<file path="config.mk">
export PLATFORM = sky130hd
export DESIGN_NAME = byte_frame_sender
export DESIGN_NICKNAME = d
export VERILOG_FILES = /design/src/rtl/byte_frame_pkg.sv /design/src/rtl/byte_lane_select.sv /design/src/rtl/byte_frame_sender.sv
export SDC_FILE = /design/constraint.sdc
export NUM_CORES = 1
export LEC_CHECK = 0
export BUFFER_PORTS_ARGS = -buffer_cell sky130_fd_sc_hd__buf_4
export CAP_MARGIN = 15
export CORE_ASPECT_RATIO = 1.1
export CORE_MARGIN = 2
export CORE_UTILIZATION = 40
export CTS_CLUSTER_DIAMETER = 50
export DETAILED_ROUTE_END_ITERATION = 7
export SLEW_MARGIN = 5
export SYNTH_ARGS = -nofsm -noshare
export SYNTH_HDL_FRONTEND = slang
export SYNTH_SLANG_ARGS = --single-unit
</file>
<file path="constraint.sdc">
create_clock -name clk -period 4.7 [get_ports clk]
set_input_delay 0.47 -clock clk [delete_from_list [all_inputs] [get_ports clk]]
set_output_delay 0.47 -clock clk [all_outputs]
set_load 0.005 [all_outputs]
</file>
<file path="src/rtl/byte_frame_pkg.sv">
// ---------------------------------------------------------------------------
// byte_frame_pkg
// Shared definitions for the byte frame sender slice.
//   frame_state_t      : controller state encoding (IDLE, SEND)
//   DEFAULT_NUM_BYTES  : default number of bytes in one frame word
//   DEFAULT_BYTE_W     : default width of one byte lane
//   DEFAULT_MSB_FIRST  : default send order (0 = lane 0 first)
// ---------------------------------------------------------------------------
package byte_frame_pkg;

  // IDLE waits for a frame; SEND is presenting bytes of the active frame.
  typedef enum logic {
    IDLE = 1'b0,
    SEND = 1'b1
  } frame_state_t;

  localparam int DEFAULT_NUM_BYTES = 5;
  localparam int DEFAULT_BYTE_W    = 8;
  localparam int DEFAULT_MSB_FIRST = 0;

  // Width of a counter that walks 0 .. num_bytes-1.
  // Never returns less than 1 so the index port always exists.
  function automatic int index_width(input int num_bytes);
    int w;
    w = $clog2(num_bytes);
    return (w < 1) ? 1 : w;
  endfunction

endpackage

</file>
<file path="src/rtl/byte_lane_select.sv">
// ---------------------------------------------------------------------------
// byte_lane_select
// Purely combinational picker that returns one byte lane of a frame word.
//   word      in  NUM_BYTES*BYTE_W  frame word, lane 0 in the low bits
//   index     in  IDX_W             position in send order, 0-based
//   lane_byte out BYTE_W            selected lane (0 for an out-of-range index)
// With MSB_FIRST=0 position k maps to lane k; with MSB_FIRST=1 position k
// maps to lane NUM_BYTES-1-k, so the highest lane goes out first.
// ---------------------------------------------------------------------------
module byte_lane_select
  import byte_frame_pkg::*;
#(
  parameter int NUM_BYTES = DEFAULT_NUM_BYTES,
  parameter int BYTE_W    = DEFAULT_BYTE_W,
  parameter int MSB_FIRST = DEFAULT_MSB_FIRST,
  parameter int IDX_W     = index_width(NUM_BYTES)
) (
  input  logic [NUM_BYTES*BYTE_W-1:0] word,
  input  logic [IDX_W-1:0]            index,
  output logic [BYTE_W-1:0]           lane_byte
);

  localparam logic [IDX_W-1:0] LAST_IDX = IDX_W'(NUM_BYTES - 1);

  logic [IDX_W-1:0] lane_sel;

  // Translate the send-order position into a physical lane number.
  // The reversed order is a plain subtraction from the last lane.
  always_comb begin
    lane_sel = index;
    if (MSB_FIRST != 0) begin
      lane_sel = LAST_IDX - index;
    end
  end

  // Mux the chosen lane out with a compare-per-lane loop rather than a
  // variable part-select, so an index past the last lane cleanly gives 0.
  always_comb begin
    lane_byte = '0;
    for (int i = 0; i < NUM_BYTES; i++) begin
      if (lane_sel == IDX_W'(i)) begin
        lane_byte = word[i*BYTE_W +: BYTE_W];
      end
    end
  end

endmodule

</file>
<file path="src/rtl/byte_frame_sender.sv">
// ---------------------------------------------------------------------------
// byte_frame_sender
// Accepts whole frame words and hands them to a byte-wide transmitter one
// byte at a time, with a single pending slot so back-to-back frames stream
// without a gap.
//   clk         in  rising-edge clock
//   rst_n       in  asynchronous active-low reset
//   data_in     in  NUM_BYTES*BYTE_W frame word, captured only on accepted load
//   load        in  frame request, accepted when load_ready=1
//   load_ready  out pending slot is empty
//   byte_done   in  downstream consumed the current byte_out
//   abort       in  synchronous flush of active and pending frames
//   byte_out    out current byte (0 when byte_valid=0)
//   byte_valid  out byte_out holds a frame byte
//   byte_index  out position of byte_out in send order
//   busy        out controller is in SEND
//   frame_done  out one-cycle pulse after the last byte of a frame is consumed
// ---------------------------------------------------------------------------
module byte_frame_sender
  import byte_frame_pkg::*;
#(
  parameter int NUM_BYTES = DEFAULT_NUM_BYTES,
  parameter int BYTE_W    = DEFAULT_BYTE_W,
  parameter int MSB_FIRST = DEFAULT_MSB_FIRST
) (
  input  logic                              clk,
  input  logic                              rst_n,
  input  logic [NUM_BYTES*BYTE_W-1:0]       data_in,
  input  logic                              load,
  output logic                              load_ready,
  input  logic                              byte_done,
  input  logic                              abort,
  output logic [BYTE_W-1:0]                 byte_out,
  output logic                              byte_valid,
  output logic [index_width(NUM_BYTES)-1:0] byte_index,
  output logic                              busy,
  output logic                              frame_done
);

  localparam int               IDX_W    = index_width(NUM_BYTES);
  localparam int               WORD_W   = NUM_BYTES * BYTE_W;
  localparam logic [IDX_W-1:0] LAST_IDX = IDX_W'(NUM_BYTES - 1);

  frame_state_t      state_q, state_d;
  logic [WORD_W-1:0] active_q, active_d;
  logic [WORD_W-1:0] pending_q, pending_d;
  logic              pending_full_q, pending_full_d;
  logic [IDX_W-1:0]  index_q, index_d;
  logic              frame_done_q, frame_done_d;

  logic              load_accept;
  logic              last_byte;
  logic [BYTE_W-1:0] lane_byte;

  // A load is only taken while the pending slot has room. In IDLE the slot
  // is always empty, so load_ready is 1 there without a special case.
  assign load_ready  = ~pending_full_q;
  assign load_accept = load & ~pending_full_q;
  assign last_byte   = byte_done & (index_q == LAST_IDX);

  // Next-state and datapath decisions. Abort is checked first so it wins
  // over load and byte_done, and it never raises frame_done. On the final
  // byte a queued frame is promoted ahead of a same-edge load (the load
  // cannot be accepted then anyway, because the slot is full); with the
  // slot empty a same-edge load goes straight into the active register.
  always_comb begin
    state_d        = state_q;
    active_d       = active_q;
    pending_d      = pending_q;
    pending_full_d = pending_full_q;
    index_d        = index_q;
    frame_done_d   = 1'b0;

    if (abort) begin
      state_d        = IDLE;
      pending_full_d = 1'b0;
      index_d        = '0;
    end else begin
      case (state_q)
        IDLE: begin
          if (load_accept) begin
            active_d = data_in;
            index_d  = '0;
            state_d  = SEND;
          end
        end
        SEND: begin
          if (last_byte) begin
            frame_done_d = 1'b1;
            index_d      = '0;
            if (pending_full_q) begin
              active_d       = pending_q;
              pending_full_d = 1'b0;
            end else if (load_accept) begin
              active_d = data_in;
            end else begin
              state_d = IDLE;
            end
          end else begin
            if (byte_done) begin
              index_d = index_q + IDX_W'(1);
            end
            if (load_accept) begin
              pending_d      = data_in;
              pending_full_d = 1'b1;
            end
          end
        end
        default: begin
          state_d        = IDLE;
          pending_full_d = 1'b0;
          index_d        = '0;
        end
      endcase
    end
  end

  // State and datapath registers. Everything is cleared by reset so a frame
  // interrupted by rst_n is fully forgotten and the next one starts at 0.
  always_ff @(posedge clk or negedge rst_n) begin
    if (!rst_n) begin
      state_q        <= IDLE;
      active_q       <= '0;
      pending_q      <= '0;
      pending_full_q <= 1'b0;
      index_q        <= '0;
      frame_done_q   <= 1'b0;
    end else begin
      state_q        <= state_d;
      active_q       <= active_d;
      pending_q      <= pending_d;
      pending_full_q <= pending_full_d;
      index_q        <= index_d;
      frame_done_q   <= frame_done_d;
    end
  end

  byte_lane_select #(
    .NUM_BYTES (NUM_BYTES),
    .BYTE_W    (BYTE_W),
    .MSB_FIRST (MSB_FIRST),
    .IDX_W     (IDX_W)
  ) u_lane_select (
    .word      (active_q),
    .index     (index_q),
    .lane_byte (lane_byte)
  );

  // Outputs decode straight from registered state, so an asserted rst_n
  // forces them to their idle values without waiting for a clock edge.
  assign busy       = (state_q == SEND);
  assign byte_valid = busy;
  assign byte_index = index_q;
  assign frame_done = frame_done_q;
  assign byte_out   = byte_valid ? lane_byte : '0;

endmodule
</file>
# Word level (Yosys, flattened, before mapping)
# Cells that the tools add are included.
[word_totals]
out_inout_bits = 15
regBits = 86
inputBits = 45
[classes]
reduce_logical = 7
bitwise = 6
n_eq_ne = 7
addsub = 1
muxes = 27
[ops]
columns = ["op", "n"]
rows = [
  ["$mux 40", 3],
  ["$pmux 40 s2", 1],
  ["$mux 8", 6],
  ["$mux 3", 4],
  ["$mux 1", 11],
  ["$eq 3x2->1 const B", 2],
  ["$pmux 3 s2", 1],
  ["$reduce_and 2->1", 3],
  ["$ne 4x3->1 const B", 1],
  ["$not 1->1", 4],
  ["$reduce_and 4->1", 1],
  ["$add 3x1->3 const B", 1],
  ["$eq 3x1->1 const B", 1],
  ["$eq 3x3->1 const B", 1],
  ["$logic_not 3->1", 1],
  ["$ne 3x3->1 const B", 1],
  ["$reduce_bool 3->1", 1],
  ["$and 1x1->1", 2],
  ["$ne 2x1->1 const B", 1],
  ["$pmux 1 s2", 1],
  ["$reduce_bool 2->1", 1],
]

# Depth between registers and ports, before layout
[logic_depth]
word_depth = 7
ltp_mapped = 7
depth_no_buf = 5

# Cells and area by module
# A second synthesis with hierarchy kept.
[unflattened]
hier_cells = 322
hier_area_um2 = 4297.9
[by_module_without_submodules]
columns = ["module", "seq_area_each_um2", "n_inst", "area_per_inst_um2", "cells_per_inst"]
rows = [
  ["byte_frame_sender", 2152.1, 1, 3893.7, 266],
  ["byte_lane_select", 0.0, 1, 404.1, 56],
]

# Worst setup path after synthesis
# Ideal clock, no wire load.
[synth_path]
path_kind = "register -> output"
from = "reg index_q[0], in the netlist byte_index[0]"
to = "out byte_out[0]"
setup_slack_ps = 2460
arrival_time_ps = 1770
path_stages_with_launch = 8
n_path_buf = 2
cell_sequence = "dfrtp_1 -> ha_1 -> ha_1 -> clkbuf_1 -> or2_1 -> clkbuf_1 -> a221o_1 -> a31oi_1"
[synth_between]
elab_chain_cells = 7
[synth_rtl]
columns = ["element", "line", "source"]
rows = [
  ["from (decl)", "byte_frame_sender.sv:48", "logic [IDX_W-1:0] index_q, index_d;"],
  ["from (signal assigned)", "byte_frame_sender.sv:133", "index_q <= index_d;"],
  ["$logic_not 3->1", "byte_lane_select.sv:41", "if (lane_sel == IDX_W'(i)) begin"],
  ["$mux 8 (4 in a row)", "byte_lane_select.sv:41", ""],
  ["$mux 8 *", "byte_lane_select.sv:41", ""],
  ["$mux 8 *", "byte_frame_sender.sv:155", "assign byte_out = byte_valid ? lane_byte : '0;"],
  ["to (decl)", "byte_frame_sender.sv:33", "output logic [BYTE_W-1:0] byte_out,"],
]
# Every way passes the cells marked *; elsewhere a longest branch is shown, timed or not.

# Worst setup path after layout
# Ends and elaborated chain as after synthesis.

==> out/results.txt <==
Final hold vios: 0
MaxCap Viol Count: 0
Initial antenna violation count: 0
Die X-Extent: 102 um
Largest family of logic cells by synthesized area: compound AO/OA/AOI/OAI gates
Vias/cell: 5.45
Max Root-Sink Buffers: 2
Crit start category: flip-flop
Leak: 2.10 nW
Routed Antenna Nets: 0
Die footprint: 11,500 um^2
CTS tree: done
CP max stage delay: 0.43 ns
H-Tree Depth: 3
N_diodes: 0
CP max FO: 9
WP data required: 4.23 ns
Mux cell area share after synthesis: 10.6%
Logic pwr share: 24.0%
Ys flop type: dfrtp_1
Sequential element share of the synthesized area: 50.7%
R2R depth: 6
Reg power frac: 47.7%
Slew @ Worst Pin: 1.01 ns
# hold bufs at CTS: 0
Crit share post-route: 61.8%
Critical Path AT: 2.43 ns
Initial DRC Count: 149
Pwr dens: 460 nW/um^2
Met3 Usage GRT: 2.93%
Initial Util: 41.1%
Slowest-stage cell, CP: dfrtp_1
First-pass GRT wire length: 14,900 um
GPL Wtd Cong: 0.823
Root buf cell: clkbuf_16
Core outline area: 10,300 um^2
Setup crit end kind: primary output
Max Slew Vio Count: 0
Core Rows: 39
Io pins: 60
Post-Syn Nets: 376
Clock Skews: 0.00431 ns
CP most frequent cell: ha_1
Drt wl/cell: 17.2 um
Worst-path cell chain: ha_1 > ha_1 > or2_1 > a221o_1 > a31oi_1 > buf_4
# fillers: 958
Library cells used by synthesis: 32
First drt pass iteration count: 4
Synth Area in Adders: 1.47%
Switching pwr: 613 uW
Clock latency on the worst-skew pair: 0.34 ns
FMAX: 344 MHz
Total setup buffers inserted after CTS: 0
Grt ovf: 0
Reg area: 2150 um^2
Post-CTS resize count: 0
Synth Register Bits: 86
Share of cells above drive strength 1: 41.3%
Largest net degree at the start of global routing: 87
Worst vdd ir: 0.164 mV
Clk sinks: 86
Post-synth EDFFs: 0
Number of global-route vias before repair: 2,856
Final #Nets: 420
Cts bufs inserted: 9
Pint: 1.70 mW
Ys Warns: 0
GR Util met2: 26.6%
Port bufs: 59
Grt peak-use layer: met2
Post-Synth Simple-Gate Area: 4.21%
Outcome: complete, no violations
Post-Synthesis Cells: 326
WL final: 8870 um
Syn Area/Cell: 13.0 um^2
Slew headroom: 32.7%
Reg clk slew, reported paths: 0.06 ns
Gr usage total: 17.0%
Worst hold path class: primary input to async pin
Syn Std Cell Area: 4250 um^2
Share of flip-flops with an asynchronous set or reset: 100%
XOR/XNOR Fraction of Synth Area: 0%
Die H: 112 um
RSZ-0062 raised after global routing: false
DRC: 0
Area of the multi-input gates: 1860 um^2
Hpwl dp: 6030 um
CP Class: flip-flop to primary output
Synth Area in Compound Gates: 27.2%
Clock power share: 28.3%
Min cycle time layout: 2.90 ns
Synth-to-Final Area Change: 18.1%
Setup violators final: 0
Vias: 2,813
Finished Core Util: 48.5%
TNS Setup: 0 ns
Routing usage on met1: 23.2%
Sw Share: 26.6%
layout by cell type (no fill, tap or decap), types with 2 or more instances in the layout:
master and instances:
nor3_1 2, inv_1 14, clkbuf_16 9, o22ai_1 39, mux2_1 8, a31oi_1 8, o2bb2ai_1 2, a2bb2oi_2 40
dfrtp_1 86, ha_1 5, mux2_2 32, a221o_1 8, clkbuf_8 3, o21ai_0 9, a21oi_1 11, nand2_1 10
nand3b_1 8, buf_4 63
flip-flops by register name, summed over array words and instances, names as in the netlist:
signal / cells
pending_full_q: 1
byte_index: 3
pending_q: 40
busy: 1
active_q: 40
frame_done: 1
cell usage after synthesis, types with 2 or more instances:
master,count,share of area [%]
a221o_1,8,1.9
nor3_1,2,0.24
o2bb2ai_1,2,0.41
nand3b_1,8,1.4
mux2_1,8,2.1
buf_4,3,0.53
nand2_1,10,0.88
mux2_2,32,8.5
o22ai_1,39,5.7
clkbuf_1,13,1.1
buf_2,6,0.71
o21ai_0,9,1.1
inv_1,14,1.2
a31oi_1,8,1.2
buf_6,8,2.1
dfrtp_1,86,51
a2bb2oi_2,40,14
a21oi_1,12,1.4
ha_1,5,1.5
routing by layer:
metal | vias to the layer above | part of all wire (%) | wire length, um
li1 | 1333 | - | -
met1 | 1424 | 46 | 4060
met4 | 0 | 2.1 | 184
met2 | 47 | 49 | 4350
met5 | - | 0 | 0
met3 | 9 | 3.1 | 279
stage by stage:
step                      setup WS, ns  hold WS [ns]  total power [mW]  cells  instance area [um^2]
after global placement            2.02         0.475              1.65    501                  4720
after global routing              1.67         0.113              2.44    516                  5020
after floorplan                   2.46         0.174              1.50    326                  4250
after detailed placement          1.92         0.482              1.67    501                  4720
after CTS                         1.81         0.352              2.33    515                  4990
final                             1.80        0.0750              2.31    516                  5020
power groups by stage:
| stage | combinational, mW | sequential (mW) | clock [mW] |
|---|---|---|---|
| global placement | 0.544 | 1.11 | 0 |
| CTS | 0.560 | 1.10 | 0.669 |
| finish | 0.555 | 1.10 | 0.654 |
| global route | 0.604 | 1.13 | 0.712 |
| detailed placement | 0.558 | 1.11 | 0 |
| floorplan | 0.430 | 1.07 | 0 |
final cells by class:
| class | count | share of cell area (%) |
|---|---|---|
| well taps | 143 | 3.57 |
| multi-input cells | 195 | 37.0 |
| inverters | 14 | 1.05 |
| repair buffers | 64 | 9.97 |
| clock buffers | 13 | 5.39 |
| flip-flops and latches | 86 | 42.9 |
| clock inverters | 1 | 0.0997 |
path summary, 6_finish.rpt:
kind | startpoint | slack, ns | end
worst max register to register | byte_index[0]$_DFFE_PN0P_ | 1.92 | active_q[8]$_DFFE_PN0P_
max in group asynchronous | rst_n | 4.03 | pending_q[39]$_DFFE_PN0P_
worst min-delay path | rst_n | 0.07 | pending_q[10]$_DFFE_PN0P_
worst min register to register | pending_q[16]$_DFFE_PN0P_ | 0.49 | pending_q[16]$_DFFE_PN0P_
worst max-delay path | byte_index[0]$_DFFE_PN0P_ | 1.80 | byte_out[0]
min in group clk | data_in[35] | 0.36 | pending_q[35]$_DFFE_PN0P_
critical path, delay by kind of cell, from the launching register on:
| kind | cells | cell delay, ns |
|---|---|---|
| compound gates | 2 | 0.59 |
| flops | 1 | 0.43 |
| fa+ha+maj | 2 | 0.55 |
| buf+inv | 1 | 0.16 |
| simple gates | 1 | 0.36 |
kinds of logic (layout without fill, tap and decap cells):
group,count (synthesis),in the layout
compound gates,123,123
flops,86,86
buf+inv,45,92
mux,40,40
simple gates,27,27
fa+ha+maj,5,5
Power figures use the tool's default switching activity.
